<file path="config.mk">
export PLATFORM = sky130hd
export DESIGN_NAME = ifetch_pipe
export DESIGN_NICKNAME = d
export VERILOG_FILES = /design/src/rtl/ifetch_pkg.sv /design/src/rtl/ifetch_queue.sv /design/src/rtl/ifetch_pipe.sv
export SDC_FILE = /design/constraint.sdc
export NUM_CORES = 1
export LEC_CHECK = 0
export BUFFER_PORTS_ARGS = -buffer_cell sky130_fd_sc_hd__buf_2
export CAP_MARGIN = 20
export CORE_ASPECT_RATIO = 0.75
export CORE_MARGIN = 4
export CORE_UTILIZATION = 63
export DETAILED_ROUTE_END_ITERATION = 10
export PLACE_DENSITY = 0.85
export SYNTH_ARGS = -nofsm -noshare
export SYNTH_HDL_FRONTEND = slang
export SYNTH_SLANG_ARGS = --single-unit
</file>
<file path="constraint.sdc">
create_clock -name clock -period 11.01 [get_ports clock]
set_clock_uncertainty 0.05 [all_clocks]
set_input_delay 0.5505 -clock clock [delete_from_list [all_inputs] [get_ports clock]]
set_output_delay 0.5505 -clock clock [all_outputs]
set_load 0.02 [all_outputs]
</file>
<file path="src/rtl/ifetch_pkg.sv">
// Shared constants, queue entry layout and width helper for the instruction fetch slice.
package ifetch_pkg;
  localparam int INSTR_W  = 32;
  localparam int PC_MAX_W = 32;
  localparam int PC_STEP  = 4;
  localparam logic [INSTR_W-1:0] NOP_INSTR = 32'h0000_0000;

  // pc is stored at full width; narrower PC_W instances zero-extend into it.
  typedef struct packed {
    logic [INSTR_W-1:0]  instr;
    logic [PC_MAX_W-1:0] pc;
  } qentry_t;

  function automatic int clog2(input int value);
    int r;
    r = 0;
    while ((1 << r) < value) r = r + 1;
    return (r < 1) ? 1 : r;
  endfunction
endpackage

</file>
<file path="src/rtl/ifetch_queue.sv">
// Flushable synchronous FIFO holding fetched instruction entries.
// Latency: a push is visible at head the following cycle; flush empties it in one cycle.
// Backpressure: push is dropped when full unless a pop happens in the same cycle.
module ifetch_queue
  import ifetch_pkg::*;
#(
  parameter int DEPTH = 4,
  parameter int W     = 64,
  localparam int AW   = clog2(DEPTH),
  localparam int CW   = clog2(DEPTH + 1)
) (
  input  logic          clock,
  input  logic          reset,
  input  logic          flush,
  input  logic          push,
  input  logic [W-1:0]  push_data,
  input  logic          pop,
  output logic [W-1:0]  head,
  output logic          empty,
  output logic [CW-1:0] count
);
  localparam logic [CW-1:0] FULL_CNT = CW'(DEPTH);
  localparam logic [AW-1:0] LAST_PTR = AW'(DEPTH - 1);

  logic [W-1:0]  mem [DEPTH];
  logic [AW-1:0] rd_ptr;
  logic [AW-1:0] wr_ptr;
  logic          do_push;
  logic          do_pop;

  // DEPTH need not be a power of two, so pointers wrap explicitly.
  function automatic logic [AW-1:0] next_ptr(input logic [AW-1:0] p);
    return (p == LAST_PTR) ? '0 : p + AW'(1);
  endfunction

  assign empty   = (count == '0);
  assign do_pop  = pop && !empty;
  assign do_push = push && ((count != FULL_CNT) || do_pop);
  assign head    = mem[rd_ptr];

  always_ff @(posedge clock or posedge reset) begin
    if (reset) begin
      rd_ptr <= '0;
      wr_ptr <= '0;
      count  <= '0;
    end else if (flush) begin
      rd_ptr <= '0;
      wr_ptr <= '0;
      count  <= '0;
    end else begin
      if (do_push) wr_ptr <= next_ptr(wr_ptr);
      if (do_pop)  rd_ptr <= next_ptr(rd_ptr);
      count <= count + CW'(do_push) - CW'(do_pop);
    end
  end

  always_ff @(posedge clock) begin
    if (do_push && !flush) mem[wr_ptr] <= push_data;
  end
endmodule

</file>
<file path="src/rtl/ifetch_pipe.sv">
// Instruction fetch: owns the PC, drives a 1-cycle-latency ROM and queues words for decode.
// Latency: first out_valid 2 cycles after reset release, 3 after a redirect; 1 instr/cycle sustained.
// Backpressure: out_ready=0 fills the queue, then issue stalls with the pc held.
module ifetch_pipe
  import ifetch_pkg::*;
#(
  parameter int              PC_W      = 32,
  parameter logic [PC_W-1:0] RESET_VEC = '0,
  parameter int              DEPTH     = 4,
  parameter int              ROM_AW    = 14
) (
  input  logic               clock,
  input  logic               reset,
  output logic               imem_rd_en,
  output logic [ROM_AW-1:0]  imem_addr,
  input  logic [INSTR_W-1:0] imem_rdata,
  input  logic               redirect_valid,
  input  logic [PC_W-1:0]    redirect_target,
  output logic               out_valid,
  input  logic               out_ready,
  output logic [INSTR_W-1:0] out_instr,
  output logic [PC_W-1:0]    out_pc,
  output logic [PC_W-1:0]    out_link
);
  localparam int              CW         = clog2(DEPTH + 1);
  localparam logic [CW:0]     DEPTH_L    = (CW + 1)'(DEPTH);
  localparam logic [PC_W-1:0] ALIGN_MASK = ~PC_W'(3);

  logic [PC_W-1:0]    pc;
  logic [PC_W-1:0]    inflight_pc;
  logic               inflight;
  logic               inflight_epoch;
  logic               epoch;
  logic               pop;
  logic               push;
  logic               issue;
  logic [CW-1:0]      count;
  logic [CW:0]        occupancy;
  logic               q_empty;
  qentry_t            q_in;
  qentry_t            q_head;
  logic [PC_W-1:0]    head_pc;
  logic [INSTR_W-1:0] hold_instr;
  logic [PC_W-1:0]    hold_pc;
  logic [PC_W-1:0]    hold_link;

  assign out_valid = !q_empty;
  assign pop       = out_valid && out_ready;

  // Reserve a queue slot for every outstanding ROM read so a response never overflows.
  assign occupancy  = (CW + 1)'(count) + (CW + 1)'(inflight) - (CW + 1)'(pop);
  assign issue      = !reset && !redirect_valid && (occupancy < DEPTH_L);
  assign imem_rd_en = issue;
  assign imem_addr  = pc[ROM_AW+1:2];

  assign push = inflight && (inflight_epoch == epoch);
  assign q_in = {imem_rdata, PC_MAX_W'(inflight_pc)};

  ifetch_queue #(
    .DEPTH (DEPTH),
    .W     ($bits(qentry_t))
  ) u_queue (
    .clock     (clock),
    .reset     (reset),
    .flush     (redirect_valid),
    .push      (push),
    .push_data (q_in),
    .pop       (pop),
    .head      (q_head),
    .empty     (q_empty),
    .count     (count)
  );

  assign head_pc   = q_head.pc[PC_W-1:0];
  assign out_instr = q_empty ? hold_instr : q_head.instr;
  assign out_pc    = q_empty ? hold_pc : head_pc;
  assign out_link  = q_empty ? hold_link : head_pc + PC_W'(PC_STEP);

  always_ff @(posedge clock or posedge reset) begin
    if (reset) begin
      pc             <= RESET_VEC;
      inflight       <= 1'b0;
      inflight_epoch <= 1'b0;
      inflight_pc    <= '0;
      epoch          <= 1'b0;
    end else begin
      inflight <= issue;
      if (redirect_valid) begin
        pc    <= redirect_target & ALIGN_MASK;
        epoch <= ~epoch;
      end else if (issue) begin
        pc             <= pc + PC_W'(PC_STEP);
        inflight_pc    <= pc;
        inflight_epoch <= epoch;
      end
    end
  end

  // Outputs keep the last presented instruction while the queue is empty.
  always_ff @(posedge clock or posedge reset) begin
    if (reset) begin
      hold_instr <= NOP_INSTR;
      hold_pc    <= '0;
      hold_link  <= '0;
    end else if (!q_empty) begin
      hold_instr <= q_head.instr;
      hold_pc    <= head_pc;
      hold_link  <= head_pc + PC_W'(PC_STEP);
    end
  end
endmodule
</file>
; Yosys cells after proc, flatten, opt, wreduce, memory -nomap -nowiden
; Memories as Yosys holds them, arrays and structs flattened.
; Index checks and enable logic that the tools add are counted.
; W data, S select, Z words.
[classes]
bitwise_logic = 2
n_reduce_logical = 16
n_lt_le_gt_ge = 1
n_eq_ne = 4
add_sub_neg = 8
mux = 14
[op_table]
columns = op, count
row1 = $mux W32, 5
row2 = $add A32 B3 Y32 const B, 2
row3 = $mux W2, 6
row4 = $logic_and A1 B1 Y1, 7
row5 = $reduce_bool A2 Y1, 3
row6 = $add A2 B1 Y2 const B, 2
row7 = $add A3 B1 Y4, 1
row8 = $eq A2 B2 Y1 const B, 2
row9 = $lt A4 B3 Y1 const B, 1
row10 = $sub A4 B1 Y4, 1
row11 = $add A3 B1 Y3, 1
row12 = $logic_not A1 Y1, 3
row13 = $logic_not A3 Y1, 1
row14 = $mux W3, 1
row15 = $ne A3 B3 Y1 const B, 1
row16 = $sub A3 B1 Y3, 1
row17 = $mux W1, 2
row18 = $not A1 Y1, 2
row19 = $reduce_and A2 Y1, 1
row20 = $eq A1 B1 Y1, 1
row21 = $logic_or A1 B1 Y1, 1
[word_totals]
output_inout_bits = 112
ramBits = 256
in_bits = 68
wordCells = 57
memories = 1
regBits = 170
[mem_list]
columns = memory, depth, width, rd, rd_clocked_by_memory_dff, wr, line_no
row1 = u_queue.mem, 4, 64, 1, 0, 1, ifetch_queue.sv:25  ; logic [W-1:0] mem [DEPTH];

; Longest topological paths before layout
; Gate-level depths: netlist of the first run.
[depth]
word_depth = 9
ltp_mapped = 13
mapped_depth_nobuf = 12

; Cells and area by module
; A second synthesis of the first run with hierarchy kept.
[unflattened]
cells_unflattened = 1028
area_unflattened_um2 = 17058.9
[modules_own_cells]
columns = mod, cells_per_inst, seq_area_each_um2, instances, area_per_inst_um2
row1 = ifetch_queue, 378, 7862.5, 1, 9683.0
row2 = ifetch_pipe, 650, 3978.8, 1, 7375.8

; Worst setup path before layout of the first run
; OpenSTA, ideal clock, no wires.
[synth_timing]
path_type = register -> output
startpoint = register u_queue.count[1]
endpoint = output port imem_rd_en
path_stages_with_launch = 12
path_slack_ns = 7.289
n_path_buf = 2
arrival_time_ns = 3.121
required_ns = 10.410
path_cell_list = dfrtp_1 > nor3_1 > nor2b_1 > ha_1 > inv_1 > ha_1 > and3b_1 > or4_1 > a211o_2 > clkinv_2 > buf_4 > buf_2
[synth_via]
elab_chain_len = 6
word_cells_on_any_way = 7
classes_between = add/sub: 2 / order compare: 1 / reduce/logical: 4
[synth_lines]
columns = item, line_no
row1 = "start, declared", ifetch_queue.sv:20  ; output logic [CW-1:0] count
row2 = "start signal, assigned", ifetch_queue.sv:53  ; count <= count + CW'(do_push) - CW'(do_pop);
row3 = branches (longest 3 deep; another with $add A3 B1 Y4), --
row4 = $sub A4 B1 Y4 *, ifetch_pipe.sv:51  ; assign occupancy = (CW + 1)'(count) + (CW + 1)'(inflight) - (CW + 1)'(pop);
row5 = $lt A4 B3 Y1 *, ifetch_pipe.sv:52  ; assign issue = !reset && !redirect_valid && (occupancy < DEPTH_L);
row6 = $logic_and A1 B1 Y1 *, ifetch_pipe.sv:52
row7 = "end, declared", ifetch_pipe.sv:14  ; output logic imem_rd_en,
; Mark *: on every way between the ends.

; Final worst setup path of the first run
[layout_timing]
startpoint = register u_queue.rd_ptr[0]
endpoint = output port out_link[31]
[layout_via]
elab_chain_len = 3
[layout_lines]
columns = item, line_no
row1 = "start, declared", ifetch_queue.sv:26  ; logic [AW-1:0] rd_ptr;
row2 = "start signal, assigned", ifetch_queue.sv:52  ; if (do_pop) rd_ptr <= next_ptr(rd_ptr);
row3 = $mem_v2 Z4 W64, --
row4 = $add A32 B3 Y32, ifetch_pipe.sv:77  ; assign out_link = q_empty ? hold_link : head_pc + PC_W'(PC_STEP);
row5 = $mux W32, --
row6 = "end, declared", ifetch_pipe.sv:23  ; output logic [PC_W-1:0] out_link
; Every way passes these cells.

==> impl_results.html, run 1 <==
<table>
<tr><th>Metric</th><th>Value</th></tr>
<tr><th colspan="2">Drt</th></tr>
<tr><td>Via count normalized by instance count</td><td>5.931</td></tr>
<tr><td>Post-detailed-route count of antenna-violating nets</td><td>0</td></tr>
<tr><td>Routed len/inst</td><td>21.09 um</td></tr>
<tr><td>DRT Pass-1 Iters</td><td>5</td></tr>
<tr><td>Initial DRC Count</td><td>951</td></tr>
<tr><td>Routed via count</td><td>10170</td></tr>
<tr><td>Drt total wl</td><td>36.16 mm</td></tr>
<tr><td>Number of design rule violations left after detail routing</td><td>0</td></tr>
<tr><th colspan="2">Timing</th></tr>
<tr><td>Highest achievable clock rate</td><td>201.2 MHz</td></tr>
<tr><td>Worst Max-Slew Pin Slew</td><td>0.9439 ns</td></tr>
<tr><td>Post-route setup slack</td><td>6.040 ns</td></tr>
<tr><td>Number of slew-limit violations in the final report</td><td>0</td></tr>
<tr><td>Setup repair after global routing missed its margin</td><td>no</td></tr>
<tr><td>Number of endpoints failing setup at the final stage</td><td>0</td></tr>
<tr><td>Minimum clock period</td><td>4.970 ns</td></tr>
<tr><td>Setup total negative slack</td><td>0 ns</td></tr>
<tr><td>Final-report hold violation count</td><td>0</td></tr>
<tr><td>Portion of the clock cycle consumed by the worst path in the final layout</td><td>0.4514</td></tr>
<tr><td>Relative slew slack</td><td>0.3708</td></tr>
<tr><th colspan="2">Hold path</th></tr>
<tr><td>Min-delay worst type</td><td>input pin to flip-flop</td></tr>
<tr><th colspan="2">Pwr</th></tr>
<tr><td>Cell area power density</td><td>282.9 nW/um^2</td></tr>
<tr><td>Clock power frac</td><td>0.244</td></tr>
<tr><td>Switching pwr</td><td>2.021 mW</td></tr>
<tr><td>Share of power burned in combinational logic</td><td>0.347</td></tr>
<tr><td>Total power consumption of the routed design</td><td>5.348 mW</td></tr>
<tr><td>Static Leak</td><td>7.629 nW</td></tr>
<tr><td>Part of the power in registers</td><td>0.409</td></tr>
<tr><td>Internal power contribution</td><td>3.327 mW</td></tr>
<tr><td>Worst VDD drop</td><td>0.0002600 V</td></tr>
<tr><td>Net Sw Frac</td><td>0.3778</td></tr>
<tr><th colspan="2">Layout</th></tr>
<tr><td>Layout cell share with drive strength beyond 1</td><td>0.2356</td></tr>
<tr><td>Layout Area Growth over Synthesis</td><td>13.34%</td></tr>
<tr><td>Most common cell after layout, fill and taps aside</td><td>sky130_fd_sc_hd__nand2_1</td></tr>
<tr><td>Number of nets in the finished design</td><td>1422</td></tr>
<tr><td># diodes</td><td>0</td></tr>
<tr><td>Highest-count cells in the layout ignoring fill and taps</td><td>sky130_fd_sc_hd__nand2_1, sky130_fd_sc_hd__edfxtp_1, sky130_fd_sc_hd__buf_2</td></tr>
<tr><th colspan="2">Setup path</th></tr>
<tr><td>Worst stage delay on the critical path</td><td>0.77 ns</td></tr>
<tr><td>Critical path's slowest cell</td><td>sky130_fd_sc_hd__buf_4</td></tr>
<tr><td>Kind of critical path</td><td>flip-flop to output pin</td></tr>
<tr><td>Capturing element type of the critical path</td><td>output pin</td></tr>
<tr><td>Highest net fanout along the worst path</td><td>46</td></tr>
<tr><td>Type of element launching the critical path</td><td>flip-flop</td></tr>
<tr><td>Arrival time at the worst endpoint</td><td>4.37 ns</td></tr>
<tr><td>Critical-path cell list</td><td>buf_4 &gt; mux4_1 &gt; nand3_1 &gt; nor3_2 &gt; nand4_1 &gt; xor2_1 &gt; a21oi_1 &gt; buf_2</td></tr>
<tr><td>Req. time, crit path</td><td>10.41 ns</td></tr>
<tr><th colspan="2">Global route</th></tr>
<tr><td>GRT Resource Usage Total</td><td>0.2511</td></tr>
<tr><td>Initial antenna violation count</td><td>0</td></tr>
<tr><td>Vias in the first global route</td><td>10300</td></tr>
<tr><td>Overflow left after global routing</td><td>0</td></tr>
<tr><td>Largest net degree at the start of global routing</td><td>102</td></tr>
<tr><td>Global-route wire length before repair</td><td>57.34 mm</td></tr>
<tr><th colspan="2">Floorplanning</th></tr>
<tr><td>Floorplan Core Area</td><td>26040 um^2</td></tr>
<tr><td>Initial Util</td><td>0.6408</td></tr>
<tr><td>Floorplan die area</td><td>29170 um^2</td></tr>
<tr><td>Chip width</td><td>195.9 um</td></tr>
<tr><td>Row Count</td><td>51</td></tr>
<tr><td>Die span in y</td><td>148.9 um</td></tr>
<tr><td>Number of top-level pins</td><td>180</td></tr>
<tr><th colspan="2">Place</th></tr>
<tr><td>Routability congestion estimate</td><td>0.8525</td></tr>
<tr><td>Final HPWL DP</td><td>21.95 mm</td></tr>
<tr><td>Post-Place Worst Slack</td><td>5.638 ns</td></tr>
<tr><td># port buffers</td><td>177</td></tr>
<tr><th colspan="2">Job</th></tr>
<tr><td>Number of maximum-capacitance constraint violations</td><td>0</td></tr>
<tr><th colspan="2">Yosys</th></tr>
<tr><td>Sequential fraction of the synthesis area</td><td>0.6954</td></tr>
<tr><td>Most instantiated flip-flop cell in the synthesis netlist</td><td>sky130_fd_sc_hd__edfxtp_1</td></tr>
<tr><td>Post-synth net total</td><td>1268</td></tr>
<tr><td>Average instance area after synthesis</td><td>14.03 um^2</td></tr>
<tr><td>Number of distinct library cells after synthesis</td><td>53</td></tr>
<tr><td>Fraction of synthesis flops using an asynchronous set or reset pin</td><td>0.4010</td></tr>
<tr><td>Mapped cell area</td><td>16680 um^2</td></tr>
<tr><td>Number of synthesized register bits</td><td>414</td></tr>
<tr><td>Number of standard cells after synthesis</td><td>1189</td></tr>
<tr><td>Number of warnings issued by yosys</td><td>0</td></tr>
<tr><td>Number of enable flip-flop cells after synthesis</td><td>248</td></tr>
<tr><th colspan="2">CTS</th></tr>
<tr><td>Count of clock tree sinks</td><td>414</td></tr>
<tr><td>Total clock buffers created by CTS</td><td>38</td></tr>
<tr><td>Setup repair bufs after CTS</td><td>0</td></tr>
<tr><td>CTS tree</td><td>done</td></tr>
<tr><td>Clock Latency Late Sink</td><td>0.51 ns</td></tr>
<tr><td>Maximum buffer depth of the clock tree</td><td>3</td></tr>
<tr><td>H-tree levels</td><td>2</td></tr>
<tr><td>CTS hold repair buffers</td><td>0</td></tr>
<tr><td>Post-cts resize count</td><td>0</td></tr>
<tr><td>Clock tree root driver cell</td><td>sky130_fd_sc_hd__clkbuf_16</td></tr>
<tr><td>Clock slew seen by the registers of the worst setup and hold paths</td><td>0.06 ns</td></tr>
<tr><th colspan="2">Outcome</th></tr>
<tr><td>Status</td><td>finished clean</td></tr>
</table>
## registers in the layout (all words and copies together) (netlist names)
signal and flops:
u_queue.wr_ptr 2, u_queue.count 3, hold_instr 32, inflight_epoch 1
u_queue.mem 248, epoch 1, inflight_pc 30, hold_pc 32
pc 30, inflight 1, hold_link 32, u_queue.rd_ptr 2
## path summary, 6_finish.rpt
kind                                               startpoint                      endpoint  slack (ns)  cells after the start
worst min register to register          hold_pc[12]$_DFF_PP0_         hold_pc[12]$_DFF_PP0_        0.41                      2
min in group asynchronous                               reset            pc[27]$_DFFE_PP0P_        0.21                      2
worst max-delay path            u_queue.rd_ptr[0]$_DFFE_PP0P_                  out_link[31]        6.04                      8
worst min-delay path                           imem_rdata[21]  u_queue.mem[3][53]$_DFFE_PP_        0.20                      1
worst max register to register     u_queue.count[1]$_DFF_PP0_             pc[8]$_DFFE_PP0P_        6.36                     13
max in group asynchronous                               reset   inflight_pc[21]$_DFFE_PP0P_        9.18                      3
## metal layers
layer | up-vias | global-route usage | wire (um) | part of all wire
li1 | 4586 | - | - | -
met1 | 5056 | 0.3746 | 15270 | 0.42
met2 | 476 | 0.3945 | 17190 | 0.48
met3 | 53 | 0.05419 | 3178 | 0.088
met4 | 0 | 0.05199 | 522 | 0.014
met5 | - | 0 | 0 | 0
## power groups by stage
stage	Combinational [mW]	Clock [mW]	Sequential [mW]
detailed placement	1.85	0	2.21
CTS	1.87	1.32	2.18
global route	2.03	1.40	2.22
global placement	1.80	0	2.19
floorplan	1.35	0	2.12
finish	1.86	1.30	2.19
## through the flow
step	hold WS [ns]	instances	instance area [um^2]	utilization
after floorplan	0.4039	1189	16680	-
after global placement	0.3913	1646	17650	0.6781
after detailed placement	0.3979	1646	17650	0.6781
after CTS	0.1740	1714	18890	0.7254
after global routing	0.1756	1715	18910	0.7262
final	0.1955	1715	18910	0.7262
## cells in the mapped netlist (2+ instances only)
cell type	number	area share
sky130_fd_sc_hd__buf_6	7	0.0047
sky130_fd_sc_hd__nand2_1	361	0.081
sky130_fd_sc_hd__nor4_1	8	0.0030
sky130_fd_sc_hd__o21ai_1	22	0.0066
sky130_fd_sc_hd__xor2_1	24	0.013
sky130_fd_sc_hd__clkbuf_1	30	0.0068
sky130_fd_sc_hd__mux4_1	9	0.014
sky130_fd_sc_hd__mux4_2	53	0.072
sky130_fd_sc_hd__o211ai_1	3	0.0013
sky130_fd_sc_hd__or4_1	2	0.00090
sky130_fd_sc_hd__or3_1	5	0.0019
sky130_fd_sc_hd__nor3_1	9	0.0027
sky130_fd_sc_hd__a21oi_1	3	0.00090
sky130_fd_sc_hd__buf_2	11	0.0033
sky130_fd_sc_hd__nor2b_1	3	0.0011
sky130_fd_sc_hd__nor3_4	2	0.0019
sky130_fd_sc_hd__inv_1	14	0.0032
sky130_fd_sc_hd__o21ai_0	33	0.0099
sky130_fd_sc_hd__nand3_1	24	0.0072
sky130_fd_sc_hd__nand4_2	2	0.0015
sky130_fd_sc_hd__and3_1	8	0.0030
sky130_fd_sc_hd__or2_2	2	0.00075
sky130_fd_sc_hd__o311ai_1	7	0.0037
sky130_fd_sc_hd__nor2_1	20	0.0045
sky130_fd_sc_hd__a22oi_1	2	0.00090
sky130_fd_sc_hd__a31oi_1	8	0.0030
sky130_fd_sc_hd__and2_1	10	0.0038
sky130_fd_sc_hd__dfrtp_1	166	0.25
sky130_fd_sc_hd__buf_1	5	0.0011
sky130_fd_sc_hd__edfxtp_1	248	0.45
sky130_fd_sc_hd__a221o_1	14	0.0084
sky130_fd_sc_hd__ha_1	10	0.0075
sky130_fd_sc_hd__xnor2_1	12	0.0063
sky130_fd_sc_hd__nand4_1	16	0.0060
sky130_fd_sc_hd__buf_4	18	0.0081
## final cells by class
type | count | area (um^2)
clock buffer | 44 | 993.5
clock inverter | 24 | 240.2
fill | 1584 | 7128
inverter | 16 | 66.31
multi-input combinational | 685 | 4589
sequential | 414 | 11610
tap | 344 | 430.4
timing repair buffer | 188 | 980.9
## worst max-delay path, delay by kind of cell, from the launching register on
kind / cells / cell delay [ns]
simple gates: 3 / 1.10
buf+inv: 2 / 1.01
flops: 1 / 0.67
mux: 1 / 0.56
xor+xnor: 1 / 0.23
compound gates: 1 / 0.23
## logic make-up (layout without fill, tap and decap cells)
group,count (synthesis),after routing,synth area share
simple gates,481,481,0.1249
flops,414,414,0.6954
compound gates,95,95,0.03630
buf+inv,90,272,0.03008
mux,62,62,0.08573
xor+xnor,36,36,0.01890
fa+ha+maj,11,11,0.008700
Power figures use the tool's default switching activity.
==> inputs of run 2 (changes only) <==
--- a/config.mk
+++ b/config.mk
@@ -9,9 +9,9 @@
 export CAP_MARGIN = 20
 export CORE_ASPECT_RATIO = 0.75
 export CORE_MARGIN = 4
-export CORE_UTILIZATION = 63
+export CORE_UTILIZATION = 58
 export DETAILED_ROUTE_END_ITERATION = 10
-export PLACE_DENSITY = 0.85
+export PLACE_DENSITY = 0.79
 export SYNTH_ARGS = -nofsm -noshare
 export SYNTH_HDL_FRONTEND = slang
 export SYNTH_SLANG_ARGS = --single-unit
==> constraint.sdc (replaced) <==
create_clock -name clock -period 4.7 [get_ports clock]
set_clock_uncertainty 0.05 [all_clocks]
set_input_delay 0.235 -clock clock [delete_from_list [all_inputs] [get_ports clock]]
set_output_delay 0.235 -clock clock [all_outputs]
set_load 0.02 [all_outputs]
==> impl_results.html, run 2 (synthesis gave the netlist of run 1 again) <==
<table>
<tr><th>Metric</th><th>Value</th></tr>
<tr><th colspan="2">Layout</th></tr>
<tr><td>Final Util</td><td>0.6971</td></tr>
<tr><td>Number of flip-flops under the largest register name</td><td>248</td></tr>
<tr><td>Most common cell after layout, fill and taps aside</td><td>sky130_fd_sc_hd__nand2_1</td></tr>
<tr><td>Reg with most FFs</td><td>u_queue.mem</td></tr>
<tr><td>Number of filler instances in the final layout</td><td>1842</td></tr>
<tr><td>Layout Area Growth over Synthesis</td><td>17.78%</td></tr>
<tr><td>Number of nets in the finished design</td><td>1489</td></tr>
<tr><td>Layout cell share with drive strength beyond 1</td><td>0.2250</td></tr>
<tr><td>Highest-count cells in the layout ignoring fill and taps</td><td>sky130_fd_sc_hd__nand2_1, sky130_fd_sc_hd__edfxtp_1, sky130_fd_sc_hd__buf_2</td></tr>
<tr><th colspan="2">Global route</th></tr>
<tr><td>Overflow left after global routing</td><td>0</td></tr>
<tr><td>Global-route wire length before repair</td><td>58.61 mm</td></tr>
<tr><td>Vias in the first global route</td><td>10470</td></tr>
<tr><td>Initial antenna violation count</td><td>1</td></tr>
<tr><td>Largest net degree at the start of global routing</td><td>167</td></tr>
<tr><td>GRT Resource Usage Total</td><td>0.2360</td></tr>
<tr><th colspan="2">Drt</th></tr>
<tr><td>Via count normalized by instance count</td><td>5.628</td></tr>
<tr><td>Routed len/inst</td><td>20.01 um</td></tr>
<tr><td>Number of design rule violations left after detail routing</td><td>0</td></tr>
<tr><td>DRT Pass-1 Iters</td><td>6</td></tr>
<tr><td>Drt total wl</td><td>36.54 mm</td></tr>
<tr><td>Initial DRC Count</td><td>1020</td></tr>
<tr><td>Post-detailed-route count of antenna-violating nets</td><td>0</td></tr>
<tr><td>Routed via count</td><td>10280</td></tr>
<tr><th colspan="2">Setup path</th></tr>
<tr><td>Capturing element type of the critical path</td><td>output pin</td></tr>
<tr><td>Startpoint of the worst register-to-register path</td><td>u_queue.count[1]$_DFF_PP0_</td></tr>
<tr><td>Critical path origin</td><td>u_queue.count[1]$_DFF_PP0_</td></tr>
<tr><td>Type of element launching the critical path</td><td>flip-flop</td></tr>
<tr><td>Kind of critical path</td><td>flip-flop to output pin</td></tr>
<tr><td>Req. time, crit path</td><td>4.41 ns</td></tr>
<tr><td>Worst reg2reg path depth</td><td>12</td></tr>
<tr><td>Capturing point of the worst reg2reg path</td><td>pc[27]$_DFFE_PP0P_</td></tr>
<tr><td>Internal reg-to-reg setup slack</td><td>0.52 ns</td></tr>
<tr><td>Highest net fanout along the worst path</td><td>51</td></tr>
<tr><td>Arrival time at the worst endpoint</td><td>3.95 ns</td></tr>
<tr><th colspan="2">CTS</th></tr>
<tr><td>Clock tree root driver cell</td><td>sky130_fd_sc_hd__clkbuf_16</td></tr>
<tr><td>H-tree levels</td><td>2</td></tr>
<tr><td>CTS tree</td><td>done</td></tr>
<tr><td>Count of clock tree sinks</td><td>414</td></tr>
<tr><td>Total clock buffers created by CTS</td><td>39</td></tr>
<tr><td>Maximum buffer depth of the clock tree</td><td>3</td></tr>
<tr><td>Clock slew seen by the registers of the worst setup and hold paths</td><td>0.06 ns</td></tr>
<tr><td>Clock Latency Late Sink</td><td>0.52 ns</td></tr>
<tr><th colspan="2">Floorplanning</th></tr>
<tr><td>Floorplan die area</td><td>31570 um^2</td></tr>
<tr><td>Die span in y</td><td>154.9 um</td></tr>
<tr><td>Floorplan Core Area</td><td>28180 um^2</td></tr>
<tr><td>Initial Util</td><td>0.5919</td></tr>
<tr><td>Number of top-level pins</td><td>180</td></tr>
<tr><td>Chip width</td><td>203.8 um</td></tr>
<tr><td>Row Count</td><td>53</td></tr>
<tr><th colspan="2">Timing</th></tr>
<tr><td>Relative slew slack</td><td>0.3021</td></tr>
<tr><td>Post-route setup slack</td><td>0.4613 ns</td></tr>
<tr><td>Worst Max-Slew Pin Slew</td><td>1.047 ns</td></tr>
<tr><td>Final-report hold violation count</td><td>0</td></tr>
<tr><td>Highest achievable clock rate</td><td>235.9 MHz</td></tr>
<tr><td>Minimum clock period</td><td>4.239 ns</td></tr>
<tr><td>Setup repair after global routing missed its margin</td><td>no</td></tr>
<tr><td>Setup total negative slack</td><td>0 ns</td></tr>
<tr><td>Portion of the clock cycle consumed by the worst path in the final layout</td><td>0.9019</td></tr>
<tr><td>Worst hold margin</td><td>0.2080 ns</td></tr>
<tr><td>Number of endpoints failing setup at the final stage</td><td>0</td></tr>
<tr><td>Number of slew-limit violations in the final report</td><td>0</td></tr>
<tr><th colspan="2">Hold path</th></tr>
<tr><td>Worst hold path stage count</td><td>4</td></tr>
<tr><td>HP Start</td><td>out_ready</td></tr>
<tr><td>Min-delay worst type</td><td>input pin to flip-flop</td></tr>
<tr><td>WHS Endpoint</td><td>u_queue.rd_ptr[0]$_DFFE_PP0P_</td></tr>
<tr><th colspan="2">Place</th></tr>
<tr><td>Post-Place Worst Slack</td><td>0.3057 ns</td></tr>
<tr><td># port buffers</td><td>177</td></tr>
<tr><td>Routability congestion estimate</td><td>0.8204</td></tr>
<tr><td>Final HPWL DP</td><td>22.22 mm</td></tr>
<tr><th colspan="2">Pwr</th></tr>
<tr><td>Worst VDD drop</td><td>0.0004306 V</td></tr>
<tr><td>Cell area power density</td><td>643.5 nW/um^2</td></tr>
<tr><td>Static Leak</td><td>7.918 nW</td></tr>
<tr><th colspan="2">Job</th></tr>
<tr><td>Number of maximum-capacitance constraint violations</td><td>0</td></tr>
<tr><th colspan="2">Outcome</th></tr>
<tr><td>Status</td><td>finished clean</td></tr>
</table>
==> run 2: cell count changes in the layout (fill, tap and decap cells not counted), sizes merged <==
cell,previous run,this run
clkinv,17,8
buf,188,191
inv,16,15
dlygate4sd3,0,63
clkinvlp,3,2
clkbuf,44,60
diode,0,1
bufinv,4,2
==> run 2: per-layer routing <==
| layer | global-route usage | wire [um] |
|---|---|---|
| met5 | 0 | 0 |
| met4 | 0.05746 | 687 |
| met3 | 0.03792 | 2288 |
| met2 | 0.3670 | 17180 |
| met1 | 0.3600 | 16380 |
==> run 2: how the worst max path moves through the flow <==
| stage | endpoint |
|---|---|
| floorplan | imem_rd_en |
| CTS | pc[27]$_DFFE_PP0P_ |
| global route | pc[27]$_DFFE_PP0P_ |
| global placement | pc[8]$_DFFE_PP0P_ |
| detailed placement | pc[27]$_DFFE_PP0P_ |
| finish | imem_rd_en |
==> run 2: worst max-delay path, cell delays in order (launching register included) <==
cell and delay [ns]:
sky130_fd_sc_hd__dfrtp_1 0.44, sky130_fd_sc_hd__nor3_2 0.08, sky130_fd_sc_hd__nor2b_1 0.24, sky130_fd_sc_hd__ha_1 0.24, sky130_fd_sc_hd__inv_1 0.05, sky130_fd_sc_hd__ha_1 0.27
sky130_fd_sc_hd__and3b_1 0.17, sky130_fd_sc_hd__or4_1 0.46, sky130_fd_sc_hd__a211o_2 0.59, sky130_fd_sc_hd__clkinv_2 0.59, sky130_fd_sc_hd__buf_2 0.28
==> run 2: power breakdown <==
group | leakage, nW | internal, mW | switching, mW
registers | 4.30 | 4.65 | 0.514
logic | 3.00 | 1.44 | 2.92
clock network | 0.619 | 1.81 | 1.30
==> run 2: repair_timing <==
action | CTS | global route
endpoints found under the setup margin | 0 | 12
buffers inserted | 0 | 0
hold buffers | 63 | 0
gates resized for setup | 0 | 1
hold endpoints to repair | 162 | 0
==> run 2: final cells by class <==
cell class / count / area [um^2] / share of cell area
Sequential cell: 414 / 11610 / 0.5907
Multi-Input combinational cell: 685 / 4592 / 0.2337
Timing Repair Buffer: 254 / 1634 / 0.08317
Clock buffer: 60 / 1157 / 0.05891
Tap cell: 385 / 481.7 / 0.02452
Clock inverter: 11 / 108.9 / 0.005540
Inverter: 16 / 65.06 / 0.003311
Antenna cell: 1 / 2.502 / 0.0001274
==> run 2: per-stage QoR <==
| step | total power, mW | cells | area [um^2] |
|---|---|---|---|
| 5_1_grt | 13.37 | 1826 | 19650 |
| 6_report | 12.64 | 1826 | 19650 |
| 2_1_floorplan | 8.129 | 1189 | 16690 |
| 4_1_cts | 12.72 | 1825 | 19640 |
| 3_3_place_gp | 9.396 | 1691 | 17750 |
| 3_5_place_dp | 9.560 | 1691 | 17750 |
